--- src/rtl/cfg_loader_pkg.sv ---
// Shared constants and state type for the config-register loader and the
// config register file decode.
package cfg_loader_pkg;

  // Config register file geometry.
  localparam int unsigned CFG_REG_NUM = 16;
  localparam int unsigned CFG_IDX_W   = 4;

  // Load length counter must hold 0..31 so out-of-range requests are visible.
  localparam int unsigned CFG_CNT_W   = 5;
  localparam int unsigned CFG_DATA_W  = 8;

  // Pacing counter width (GAP is 0..15).
  localparam int unsigned CFG_GAP_W   = 4;

  typedef enum logic [2:0] {
    IDLE,
    WAIT_DATA,
    STROBE,
    PACE,
    DONE
  } cfg_ld_state_t;

  // A load length is legal when it covers at least one and at most all
  // registers of the file.
  function automatic logic cfg_count_ok(input logic [CFG_CNT_W-1:0] cnt);
    return (cnt != '0) && (cnt <= CFG_CNT_W'(CFG_REG_NUM));
  endfunction

endpackage

--- src/rtl/cfg_loader_if.sv ---
// Byte-stream input and config-window write port of the loader.
// master: the loader (consumes the stream, drives the write strobes).
// slave:  the environment (stream source, config register file side).
interface cfg_loader_if;
  import cfg_loader_pkg::*;

  // Stream side
  logic                  s_valid;
  logic [CFG_DATA_W-1:0] s_data;
  logic                  s_ready;

  // Config write window side
  logic                  wr_act;
  logic                  wr_we;
  logic                  wr_ce_cfg;
  logic [CFG_IDX_W-1:0]  wr_addr;
  logic [CFG_DATA_W-1:0] wr_dato;

  modport master (
    input  s_valid,
    input  s_data,
    output s_ready,
    output wr_act,
    output wr_we,
    output wr_ce_cfg,
    output wr_addr,
    output wr_dato
  );

  modport slave (
    output s_valid,
    output s_data,
    input  s_ready,
    input  wr_act,
    input  wr_we,
    input  wr_ce_cfg,
    input  wr_addr,
    input  wr_dato
  );

endinterface

--- src/rtl/cfg_loader.sv ---
// Config-register loader: drains a byte stream and replays it as paced
// single-cycle write strobes into consecutive config register indices.
// All outputs are flops; the control outputs are registered copies of the
// next-state decode so they line up with the state register.
module cfg_loader
  import cfg_loader_pkg::*;
#(
  parameter int unsigned GAP = 1
) (
  input  logic                 clk,
  input  logic                 rst,
  input  logic                 start,
  input  logic                 abort,
  input  logic [CFG_IDX_W-1:0] base,
  input  logic [CFG_CNT_W-1:0] count,
  cfg_loader_if.master         bus,
  output logic                 busy,
  output logic                 done,
  output logic                 err
);

  localparam bit                   HAS_GAP  = (GAP != 0);
  // Pacing counter is preloaded with GAP-1 and runs down to zero.
  localparam logic [CFG_GAP_W-1:0] GAP_LAST = HAS_GAP ? CFG_GAP_W'(GAP - 1) : '0;

  cfg_ld_state_t        state;
  cfg_ld_state_t        state_nx;
  logic [CFG_IDX_W-1:0] idx;
  logic [CFG_CNT_W-1:0] remaining;
  logic [CFG_GAP_W-1:0] gap_cnt;

  logic                 load_ok;
  logic                 load_bad;
  logic                 accept;
  logic                 advance;

  assign load_ok  = (state == IDLE) && start &&  cfg_count_ok(count);
  assign load_bad = (state == IDLE) && start && !cfg_count_ok(count);
  // Handshake: s_ready is high exactly while in WAIT_DATA.
  assign accept   = (state == WAIT_DATA) && bus.s_valid;
  // Next-step decision point: end of STROBE without pacing, or end of PACE.
  assign advance  = ((state == STROBE) && !HAS_GAP) ||
                    ((state == PACE) && (gap_cnt == '0));

  // Next-state decode; abort overrides every transition.
  always_comb begin
    state_nx = state;
    unique case (state)
      IDLE:      if (load_ok) state_nx = WAIT_DATA;
      WAIT_DATA: if (bus.s_valid) state_nx = STROBE;
      STROBE: begin
        if (HAS_GAP)               state_nx = PACE;
        else if (remaining == '0)  state_nx = DONE;
        else                       state_nx = WAIT_DATA;
      end
      PACE: begin
        if (gap_cnt == '0) state_nx = (remaining == '0) ? DONE : WAIT_DATA;
      end
      DONE:      state_nx = IDLE;
      default:   state_nx = IDLE;
    endcase
    if (abort) state_nx = IDLE;
  end

  // State register, registered control outputs and the load datapath.
  always_ff @(posedge clk) begin
    if (rst) begin
      state         <= IDLE;
      idx           <= '0;
      remaining     <= '0;
      gap_cnt       <= '0;
      bus.s_ready   <= 1'b0;
      bus.wr_act    <= 1'b0;
      bus.wr_we     <= 1'b0;
      bus.wr_ce_cfg <= 1'b0;
      bus.wr_addr   <= '0;
      bus.wr_dato   <= '0;
      busy          <= 1'b0;
      done          <= 1'b0;
      err           <= 1'b0;
    end else begin
      state         <= state_nx;
      bus.s_ready   <= (state_nx == WAIT_DATA);
      bus.wr_act    <= (state_nx == STROBE);
      bus.wr_we     <= (state_nx == STROBE);
      bus.wr_ce_cfg <= (state_nx == STROBE);
      busy          <= (state_nx != IDLE);
      done          <= (state_nx == DONE);
      err           <= load_bad && !abort;

      // Abort freezes the datapath: nothing is latched, the held write
      // address/data stay as they were.
      if (!abort) begin
        if (load_ok) begin
          idx       <= base;
          remaining <= count;
        end

        if (accept) begin
          bus.wr_addr <= idx;
          bus.wr_dato <= bus.s_data;
          remaining   <= remaining - CFG_CNT_W'(1);
        end

        if (state == STROBE) begin
          gap_cnt <= GAP_LAST;
        end else if ((state == PACE) && (gap_cnt != '0)) begin
          gap_cnt <= gap_cnt - CFG_GAP_W'(1);
        end

        // Index only moves on when another byte is still owed; it wraps
        // naturally at the register file size.
        if (advance && (remaining != '0)) begin
          idx <= idx + CFG_IDX_W'(1);
        end
      end
    end
  end

  // Structural invariants of the strobe/handshake/done outputs.
  a_strobe_not_ready: assert property (@(posedge clk) disable iff (rst)
    bus.wr_act |-> !bus.s_ready);
  a_strobe_not_done: assert property (@(posedge clk) disable iff (rst)
    bus.wr_act |-> !done);
  a_idle_quiet: assert property (@(posedge clk) disable iff (rst)
    !busy |-> (!bus.wr_act && !bus.s_ready && !done));
  a_qualifiers: assert property (@(posedge clk)
    (bus.wr_we == bus.wr_act) && (bus.wr_ce_cfg == bus.wr_act));

endmodule

--- src/flat_wrapper.sv ---
// flat-port wrapper written by rule: the top's interface ports become plain ports
module cfg_loader_flat import cfg_loader_pkg::*;
#(
  parameter int unsigned GAP = 1
)
  (clk, rst, start, abort, base, count, busy, done, err, bus_s_valid, bus_s_data, bus_s_ready, bus_wr_act, bus_wr_we, bus_wr_ce_cfg, bus_wr_addr, bus_wr_dato);
  cfg_loader_if bus_i ();
  input  logic clk;
  input  logic rst;
  input  logic start;
  input  logic abort;
  input  logic [CFG_IDX_W-1:0] base;
  input  logic [CFG_CNT_W-1:0] count;
  output logic busy;
  output logic done;
  output logic err;
  input wire logic [$bits(bus_i.s_valid)-1:0] bus_s_valid;
  input wire logic [$bits(bus_i.s_data)-1:0] bus_s_data;
  output wire logic [$bits(bus_i.s_ready)-1:0] bus_s_ready;
  output wire logic [$bits(bus_i.wr_act)-1:0] bus_wr_act;
  output wire logic [$bits(bus_i.wr_we)-1:0] bus_wr_we;
  output wire logic [$bits(bus_i.wr_ce_cfg)-1:0] bus_wr_ce_cfg;
  output wire logic [$bits(bus_i.wr_addr)-1:0] bus_wr_addr;
  output wire logic [$bits(bus_i.wr_dato)-1:0] bus_wr_dato;
  assign bus_i.s_valid = bus_s_valid;
  assign bus_i.s_data = bus_s_data;
  assign bus_s_ready = bus_i.s_ready;
  assign bus_wr_act = bus_i.wr_act;
  assign bus_wr_we = bus_i.wr_we;
  assign bus_wr_ce_cfg = bus_i.wr_ce_cfg;
  assign bus_wr_addr = bus_i.wr_addr;
  assign bus_wr_dato = bus_i.wr_dato;
  cfg_loader #(.GAP(GAP)) u_core (.clk(clk), .rst(rst), .start(start), .abort(abort), .base(base), .count(count), .bus(bus_i), .busy(busy), .done(done), .err(err));
endmodule
--- config.mk ---
export PLATFORM = sky130hd
export DESIGN_NAME = cfg_loader_flat
export DESIGN_NICKNAME = d
export VERILOG_FILES = /design/src/rtl/cfg_loader_pkg.sv /design/src/rtl/cfg_loader_if.sv /design/src/rtl/cfg_loader.sv /design/src/flat_wrapper.sv
export SDC_FILE = /design/constraint.sdc
export NUM_CORES = 1
export LEC_CHECK = 0
export ABC_CLOCK_PERIOD_IN_PS = 2710
export BUFFER_PORTS_ARGS = -buffer_cell sky130_fd_sc_hd__buf_2
export CAP_MARGIN = 5
export CELL_PAD_IN_SITES_DETAIL_PLACEMENT = 0
export CELL_PAD_IN_SITES_GLOBAL_PLACEMENT = 1
export CORE_ASPECT_RATIO = 1.75
export CORE_MARGIN = 2
export CORE_UTILIZATION = 38
export CTS_CLUSTER_DIAMETER = 100
export DETAILED_ROUTE_END_ITERATION = 6
export GPL_ROUTABILITY_DRIVEN = 0
export GPL_TIMING_DRIVEN = 0
export PLACE_DENSITY = 0.76
export SLEW_MARGIN = 20
export SYNTH_ARGS = -nofsm -noshare
export SYNTH_HDL_FRONTEND = slang
export SYNTH_SLANG_ARGS = --single-unit
--- constraint.sdc ---
create_clock -name clk -period 2.71 [get_ports clk]
set_clock_uncertainty 0.05 [all_clocks]
set_input_delay 0.4065 -clock clk [delete_from_list [all_inputs] [get_ports clk]]
set_output_delay 0.4065 -clock clk [all_outputs]
set_load 0.1 [all_outputs]
; Yosys cells after proc, flatten, opt, wreduce, memory -nomap -nowiden
; Index checks and enable logic that the tools add are counted.
[word_totals]
inputBits = 22
wordCells = 59
register_bits = 33
output_inout_bits = 19
[classes]
add_sub_neg = 3
magnitude_cmp = 1
n_eq_ne = 6
bitwise = 1
mux = 12
reduce_logical = 25
[ops]
columns = operator, count
row1 = 2-to-1 mux 4 bit, 4
row2 = 2-to-1 mux 3 bit, 5
row3 = case mux 3 bit (4 select lines), 1
row4 = 2-to-1 mux 5 bit, 2
row5 = nonzero test 5 bit, 2
row6 = "== test 3 x 2 -> 1 bit, second input constant", 3
row7 = logical AND 1 bit, 9
row8 = AND reduction 2 bit, 4
row9 = "== test 3 x 1 -> 1 bit, second input constant", 2
row10 = nonzero test 2 bit, 3
row11 = "less-or-equal comparator 5 bit, second input constant", 1
row12 = zero test 5 bit, 1
row13 = "subtractor 5 x 1 -> 5 bit, second input constant", 1
row14 = "adder 4 x 1 -> 4 bit, second input constant", 1
row15 = zero test 4 bit, 1
row16 = nonzero test 4 bit, 1
row17 = "subtractor 4 x 1 -> 4 bit, second input constant", 1
row18 = "== test 3 bit, second input constant", 1
row19 = zero test 3 bit, 1
row20 = nonzero test 3 bit, 1
row21 = zero test 1 bit, 2
row22 = inverter 1 bit, 1

; Logic depth before layout (Yosys ltp)
; Gate-level depths: netlist of the first run.
[logic_depth]
word_depth = 7
depth_mapped = 7
ltp_nobuf = 7

; Worst setup path before layout of the first run
; No wires, ideal clock.
[synth_path]
kind = input to register
from = in count[1]
to = reg u_core.bus.s_ready
path_stages = 5
slack_ns = 0.593
t_arrival_ns = 1.964
required_ns = 2.557
n_path_buf = 0
cell_sequence = nor4_1 -> xnor2_1 -> a211oi_2 -> or4_4 -> a2111oi_2
[synth_via]
elab_chain_cells = 7
elab_cells_between_ends = 8
classes_between = 1 x order compare / 1 x eq/ne / 3 x mux / 3 x reduce/logical
[synth_rtl]
columns = item, line_no
row1 = "start, declared", flat_wrapper.sv:13  ; input logic [CFG_CNT_W-1:0] count;
row2 = less-or-equal comparator 5 bit or nonzero test 5 bit (tied branches), cfg_loader_pkg.sv:27  ; return (cnt != '0) && (cnt <= CFG_CNT_W'(CFG_REG_NUM));
row3 = logical AND 1 bit (*), cfg_loader_pkg.sv:27
row4 = logical AND 1 bit (*), cfg_loader.sv:37  ; assign load_ok = (state == IDLE) && start && cfg_count_ok(count);
row5 = 2-to-1 mux 3 bit (*), cfg_loader.sv:49  ; IDLE: if (load_ok) state_nx = WAIT_DATA;
row6 = case mux 3 bit (4 select lines) (*), cfg_loader.sv:48  ; unique case (state)
row7 = 2-to-1 mux 3 bit (*), cfg_loader.sv:62  ; if (abort) state_nx = IDLE;
row8 = == test 3 x 1 -> 1 bit (*), cfg_loader.sv:83  ; bus.s_ready <= (state_nx == WAIT_DATA);
row9 = "end signal, assigned", cfg_loader.sv:83
row10 = "end, declared", cfg_loader_if.sv:22  ; output s_ready,
; Every way passes the cells marked *; elsewhere a longest branch is shown, timed or not.
; A chain may end at the register's enable or synchronous reset.

; Worst setup path after layout of the first run
[layout_path]
from = reg u_core.gap_cnt[0]
to = reg u_core.bus.s_ready
[layout_via]
elab_chain_cells = 5
[layout_rtl]
columns = item, line_no
row1 = "start, declared", cfg_loader.sv:30  ; logic [CFG_GAP_W-1:0] gap_cnt;
row2 = "start signal, assigned", cfg_loader.sv:108  ; gap_cnt <= gap_cnt - CFG_GAP_W'(1);
row3 = zero test 4 bit, cfg_loader.sv:57  ; if (gap_cnt == '0) state_nx = (remaining == '0) ? DONE : WAIT_DATA;
row4 = 2-to-1 mux 3 bit, cfg_loader.sv:57
row5 = case mux 3 bit (4 select lines), cfg_loader.sv:48
row6 = 2-to-1 mux 3 bit, cfg_loader.sv:62
row7 = == test 3 x 1 -> 1 bit, cfg_loader.sv:83
; Every way passes these cells.

==> summary.md, run 1 <==
| Metric | Value |
|---|---|
| Setup Fix Bufs, Post-CTS | 0 |
| Peak VDD IR | roughly 0.00037 V |
| Max_cap viols | 0 |
| Final core utilization | a little under 50% |
| Crit path DAT | 2.43 ns |
| Yosys cell types | 43 |
| Core box area | around 0.004 mm2 |
| Final #Nets | 270 |
| Post-synth ARST share | 0% |
| Critical path data required time | about 2.8 ns |
| CTS Hold Buffers Added | 0 |
| Mapped cell area | between 0.0015 and 0.002 mm2 |
| Detailed-placement wirelength estimate | approximately 3.1 mm |
| Post-Synthesis Cells | about 200 |
| Grt ovf | 0 |
| Clock Latency Late Sink | 0.28 ns |
| Internal | slightly above 0.7 mW |
| Top FF cell, synth | dfxtp_1 |
| Hold Violations, Final | 0 |
| Slew Viols, Final | 0 |
| CP Cell Sequence | inv_1 > ha_1 > nand4bb_2 > nor3_4 > a211oi_2 > or4_4 > a2111oi_2 |
| P_sw | roughly 0.27 mW |
| # clock sinks | 33 |
| Area Overhead vs Synth | 21.1% |
| Post-CTS sizing | 0 |
| Critical path's slowest cell | or4_4 |
| Die Ht | 90.7 um |
| CP Capture Type | flip-flop |
| Slew Limit Headroom | 51.9% |
| Reg power frac | between 50% and 60% |
| N_diodes | 0 |
| WP depth | 7 |
| Comb pwr share | a little over an eighth |
| Die Wd | between 50 and 60 um |
| CTS H-Tree Depth | 2 |
| Outcome | complete, no violations |
| Clock power frac | approximately 36% |
| Layout cell share with drive strength beyond 1 | 24.2% |
| Setup TNS Final | 0 ns |
| Switching portion of total power | 27.3% |
| Worst path max stage delay | 0.46 ns |
| Dpl cells | approximately 290 |
| HP Class | in2reg |
| Die area | roughly 0.0049 mm2 |
| Crit path max-delay family | simple AND/OR/NAND/NOR gates |
| Initial antenna violation count | 0 |
| WP buf/inv | 1 |
| Pwr Density | approximately 500 mW/mm2 |
| Cts bufs inserted | 5 |
| Pin count of the biggest net entering global routing | 11 |
| Pre-antenna DRT Iters | 4 |
| Initial DRC Count | 23 |
| Non-Filler Instances | 293 |
| Routed vias | ~1,500 |
| Clock-pin slew on the worst setup and hold paths | 0.07 ns |
| Root Buffer | clkbuf_8 |
| Hold depth | 3 |
| Worst r2r path cells | 7 |
| Row Count | 31 |
| EDFF count, synth | 0 |
| Synth Register Bits | 33 |
| Buffers on Ports | 40 |
| Worst slew pin tran | a little over 0.7 ns |
| Register area share after synthesis | between 40% and 50% |
| First-pass GRT wire length | 6.38 mm |
| Final antenna-violating net count | 0 |
| Leakage | between 0.8 and 0.9 nW |
| Number of remaining DRC errors | 0 |
| Unrepaired setup endpoints after global routing | false |
| CTS tree | built |
| Final Critical Period | around 2.3 ns |
| R2r setup slk | 0.42 ns |
| Routed wire length | 3.87 mm |
| I/O pins | between 40 and 50 |
| Via density | approximately 5.2 |
| Post-Syn Nets | around 220 |
| Setup violators final | 0 |
| Max Buffers Root-to-Sink | 2 |
| Post-DR wirelength/cell | roughly 13 um |
| Mean Syn Cell Area | around 8.3 um2 |
| WS Path Type | reg2reg |
| Initial core utilization | 39.7% |
| Vias in the first global route | approximately 1,400 |
| Total of warnings raised by yosys | 0 |
| Fmax | about 440 MHz |
| Fin crit share | between 80 and 90% |
| GR Util All Layers | between 10% and 20% |
| Crit Path Max Fanout | 8 |
| Startpoint types | flip-flop |
final timing paths:
kind                    startpoint                    end
max              u_core.gap_cnt[0]     u_core.bus.s_ready
min                  bus_s_data[6]  u_core.bus.wr_dato[6]
max reg2reg      u_core.gap_cnt[0]     u_core.bus.s_ready
min reg2reg  u_core.bus.wr_dato[4]  u_core.bus.wr_dato[4]
power groups by stage:
stage                     Clock, mW  Sequential, mW  Combinational [mW]
after floorplan                   0           0.534              0.0689
after global placement            0           0.513               0.131
after detailed placement          0           0.513               0.131
after CTS                     0.363           0.502               0.132
after global routing          0.387           0.503               0.145
final                         0.353           0.502               0.131
cell usage after synthesis, types with 2 or more instances:
cell	n	share of area, %
buf_4	2	0.92
nor4_1	2	0.77
inv_1	11	2.5
dfxtp_1	33	41
ha_1	5	3.8
or3_1	3	1.2
nor4bb_1	2	1.2
nor2b_1	3	1.2
nand2_1	33	7.6
xor2_1	3	1.6
clkbuf_1	7	1.6
nor3_1	6	1.8
mux2i_1	5	3.1
o31ai_1	2	0.92
nor4b_2	2	1.8
and3_1	3	1.2
a21o_1	2	0.92
a21oi_1	21	6.4
nor2_1	16	3.7
nand3_1	3	0.92
o21ai_0	10	3.1
per-stage QoR:
step           instance area (um2)  power (mW)  hold slack [ns]  worst slack, ns
4_1_cts                       1970       0.997            0.306            0.414
3_3_place_gp                  1890       0.644            0.389            0.194
6_report                      1970       0.986            0.312            0.419
5_1_grt                       1970        1.03            0.303            0.250
2_1_floorplan                 1630       0.602            0.392            0.593
3_5_place_dp                  1890       0.645            0.393            0.220
registers in the layout, indices dropped and copies added (netlist names), 3 cells and up:
signal / cells
u_core.idx: 4
u_core.remaining: 5
u_core.state: 3
u_core.bus.wr_dato: 8
u_core.bus.wr_addr: 4
u_core.gap_cnt: 4
area by class of cell:
cell class,instances,area (um2)
Fill cell,456,2140
Multi-Input combinational cell,141,871
Sequential cell,33,661
Timing Repair Buffer,40,200
Clock buffer,6,72.6
Tap cell,49,61.3
Buffer,11,57.6
Inverter,11,41.3
Clock inverter,2,10.0
cells by family (layout without fill, tap and decap cells):
| family | Yosys count | in the layout | share of synthesized area [%] |
|---|---|---|---|
| AOI/OAI and AO/OA | 46 | 46 | 17.8 |
| xor gates and xnor gates | 4 | 4 | 2.15 |
| adders and majority gates | 5 | 5 | 3.84 |
| buffers and inverters | 22 | 70 | 6.06 |
| DFF | 33 | 33 | 40.5 |
| muxes | 5 | 5 | 3.07 |
| and+or+nand+nor | 81 | 81 | 26.6 |
placed cells by master, fill, tap and decap left out, types with 3 or more instances in the layout:
cell type,count
nor2_1,16
dfxtp_1,33
buf_2,41
clkbuf_8,5
a21oi_1,21
mux2i_1,5
clkbuf_1,8
ha_1,5
and3_1,3
nor3_1,6
or3_1,3
inv_1,11
nor2b_1,3
xor2_1,3
o21ai_0,10
nand2_1,33
nand3_1,3
worst register-to-register path: stages, from the launching register on:
cell	delay [ns]
dfxtp_1	0.34
inv_1	0.08
ha_1	0.20
nand4bb_2	0.19
nor3_4	0.44
a211oi_2	0.11
or4_4	0.46
a2111oi_2	0.33
per-layer routing:
metal / track usage [%] / vias up / part of all wire, %
met3: 3.97 / 8 / 4.8
met5: 0 / - / 0
met4: 7.91 / 0 / 2.5
met1: 18.4 / 680 / 40
met2: 31.5 / 41 / 53
li1: - / 782 / -
No activity file was read; power rests on OpenSTA's default activity.
==> inputs of run 2 (changes only) <==
Settings changed: ABC_CLOCK_PERIOD_IN_PS 2710 to 2360.
Clock period 2.71 ns to 2.36 ns, I/O delays scaled along.
==> run 2 against run 1 <==
Effect of this change:
- flip-flop and latch count is the same
- critical path type unchanged
- global-route usage is the same
- largest power group unchanged
- utilization grew 0.37 points
==> summary.md, run 2 (synthesized netlist as in run 1, its figures left out) <==
| Metric | Value |
|---|---|
| Outcome | complete, no violations |
| Leakage | 0.853 nW |
| Die Ht | between 90 and 100 um |
| Total power | ~1.1 mW |
| Max_cap viols | 0 |
| Critical path data required time | between 2 and 3 ns |
| Fmax | 473 MHz |
| Routed vias | approximately 1,500 |
| Non-Filler Instances | approximately 300 |
| Clock Latency Late Sink | roughly 0.28 ns |
| N_diodes | 0 |
| Slew Limit Headroom | between 50% and 60% |
| HP Class | in2reg |
| Peak VDD IR | about 0.00043 V |
| Unrepaired setup endpoints after global routing | false |
| Worst slew pin tran | 0.725 ns |
| Die area | between 0.004 and 0.005 mm2 |
| Worst setup slack after placement | -0.0771 ns |
| Largest reg by FF count | u_core.bus.wr_dato |
| CTS tree | built |
| Fin Hold WS | about 0.26 ns |
| Pin count of the biggest net entering global routing | 11 |
| Number of fill cells | 456 |
| GR Util All Layers | between 15 and 20% |
| Startpoint types | flip-flop |
| Detailed-placement wirelength estimate | about 3.1 mm |
| Core box area | roughly 0.004 mm2 |
| Crit path setup slack, layout | 0.248 ns |
| Initial DRC Count | 12 |
| Hold Violations, Final | 0 |
| Hold Crit Start | bus_s_data[6] |
| Row Count | 31 |
| WS Path Type | reg2reg |
| Post-CTS sizing | 0 |
| Layout cell share with drive strength beyond 1 | 24.8% |
| Setup TNS Final | 0 ns |
| Root Buffer | clkbuf_8 |
| CP Capture Type | flip-flop |
| Crit Path Max Fanout | 5 |
| Dpl cells | ~290 |
| I/O pins | 41 |
| Vias in the first global route | 1,444 |
| Slew Viols, Final | 0 |
| Pwr Density | 569 mW/mm2 |
| CTS H-Tree Depth | 2 |
| Setup violators final | 0 |
| First-pass GRT wire length | around 6.4 mm |
| Routed wire length | between 3 and 4 mm |
| Launch point of the worst path | u_core.remaining[0] |
| Initial core utilization | about two fifths |
| Top Registers | u_core.bus.wr_dato (8), u_core.remaining (5) |
| Pre-antenna DRT Iters | 4 |
| Initial antenna violation count | 0 |
| Max Buffers Root-to-Sink | 2 |
| Cell area after layout | around 0.0020 mm2 |
| Area Overhead vs Synth | 22.0% |
| Dpl cell area | approximately 0.0019 mm2 |
| Final Critical Period | 2.11 ns |
| # clock sinks | 33 |
| Most frequent cells in the layout | buf_2 (41), nand2_1 (33), dfxtp_1 (33), a21oi_1 (21), nor2_1 (16) |
| Commonest non-fill, non-tap cell in the layout | buf_2 |
| Final antenna-violating net count | 0 |
| Crit path DAT | roughly 2.3 ns |
| Final core utilization | slightly below 50% |
| Via density | 5.13 |
| Die Wd | between 50 and 60 um |
| Max reg flops | 8 |
| Clock-pin slew on the worst setup and hold paths | 0.07 ns |
| Buffers on Ports | 40 |
| Final #Nets | 272 |
| Fin crit share | around 90% |
| Post-DR wirelength/cell | 13.2 um |
| Worst reg2reg startpoint | u_core.remaining[0] |
| Number of remaining DRC errors | 0 |
| Cts bufs inserted | 5 |
| Grt ovf | 0 |
## run 2: cell types whose count changed in the layout (fill, tap and decap cells not counted)
cell   before  now
buf_4       2    4
## run 2: worst paths after layout
kind	end	slack (ns)	cells after the start
max	u_core.idx[1]	0.25	8
max reg2reg	u_core.idx[1]	0.25	8
min reg2reg	u_core.bus.wr_dato[4]	0.40	2
min	u_core.bus.wr_dato[6]	0.26	3
## run 2: worst max-delay path, stage by stage, from the launching register on
cell     delay [ns]
dfxtp_1        0.33
inv_1          0.10
ha_1           0.15
nor4b_2        0.59
nor3_4         0.08
buf_4          0.19
mux2i_1        0.11
or3_1          0.30
a21oi_1        0.14
## run 2: layout make-up
type	instances	area [um2]	area share, %
clock buffers	6	72.6	3.65
plain buffers	11	57.6	2.89
inverters	11	41.3	2.08
well taps	49	61.3	3.08
flip-flops and latches	33	661	33.2
multi-input cells	141	871	43.8
repair buffers	42	215	10.8
clock inverters	2	10.0	0.503
## run 2: power breakdown
| group | total (mW) | internal (mW) | leakage [nW] | switching (mW) |
|---|---|---|---|---|
| Clock | 0.405 | 0.204 | 0.0450 | 0.201 |
| Sequential | 0.577 | 0.568 | 0.267 | 0.00843 |
| Combinational | 0.150 | 0.0506 | 0.541 | 0.0995 |
| Total | 1.13 | 0.823 | 0.853 | 0.309 |
## run 2: metal layers
layer	routed length (um)	global-route usage [%]
met1	1560	18.4
met2	2050	31.5
met3	197	3.97
met4	95	7.91
met5	0	0
## run 2: what timing repair did
action                                  4_1_cts  5_1_grt
buffers inserted                              0        2
endpoints found under the setup margin        0        3
hold buffers                                  0        0
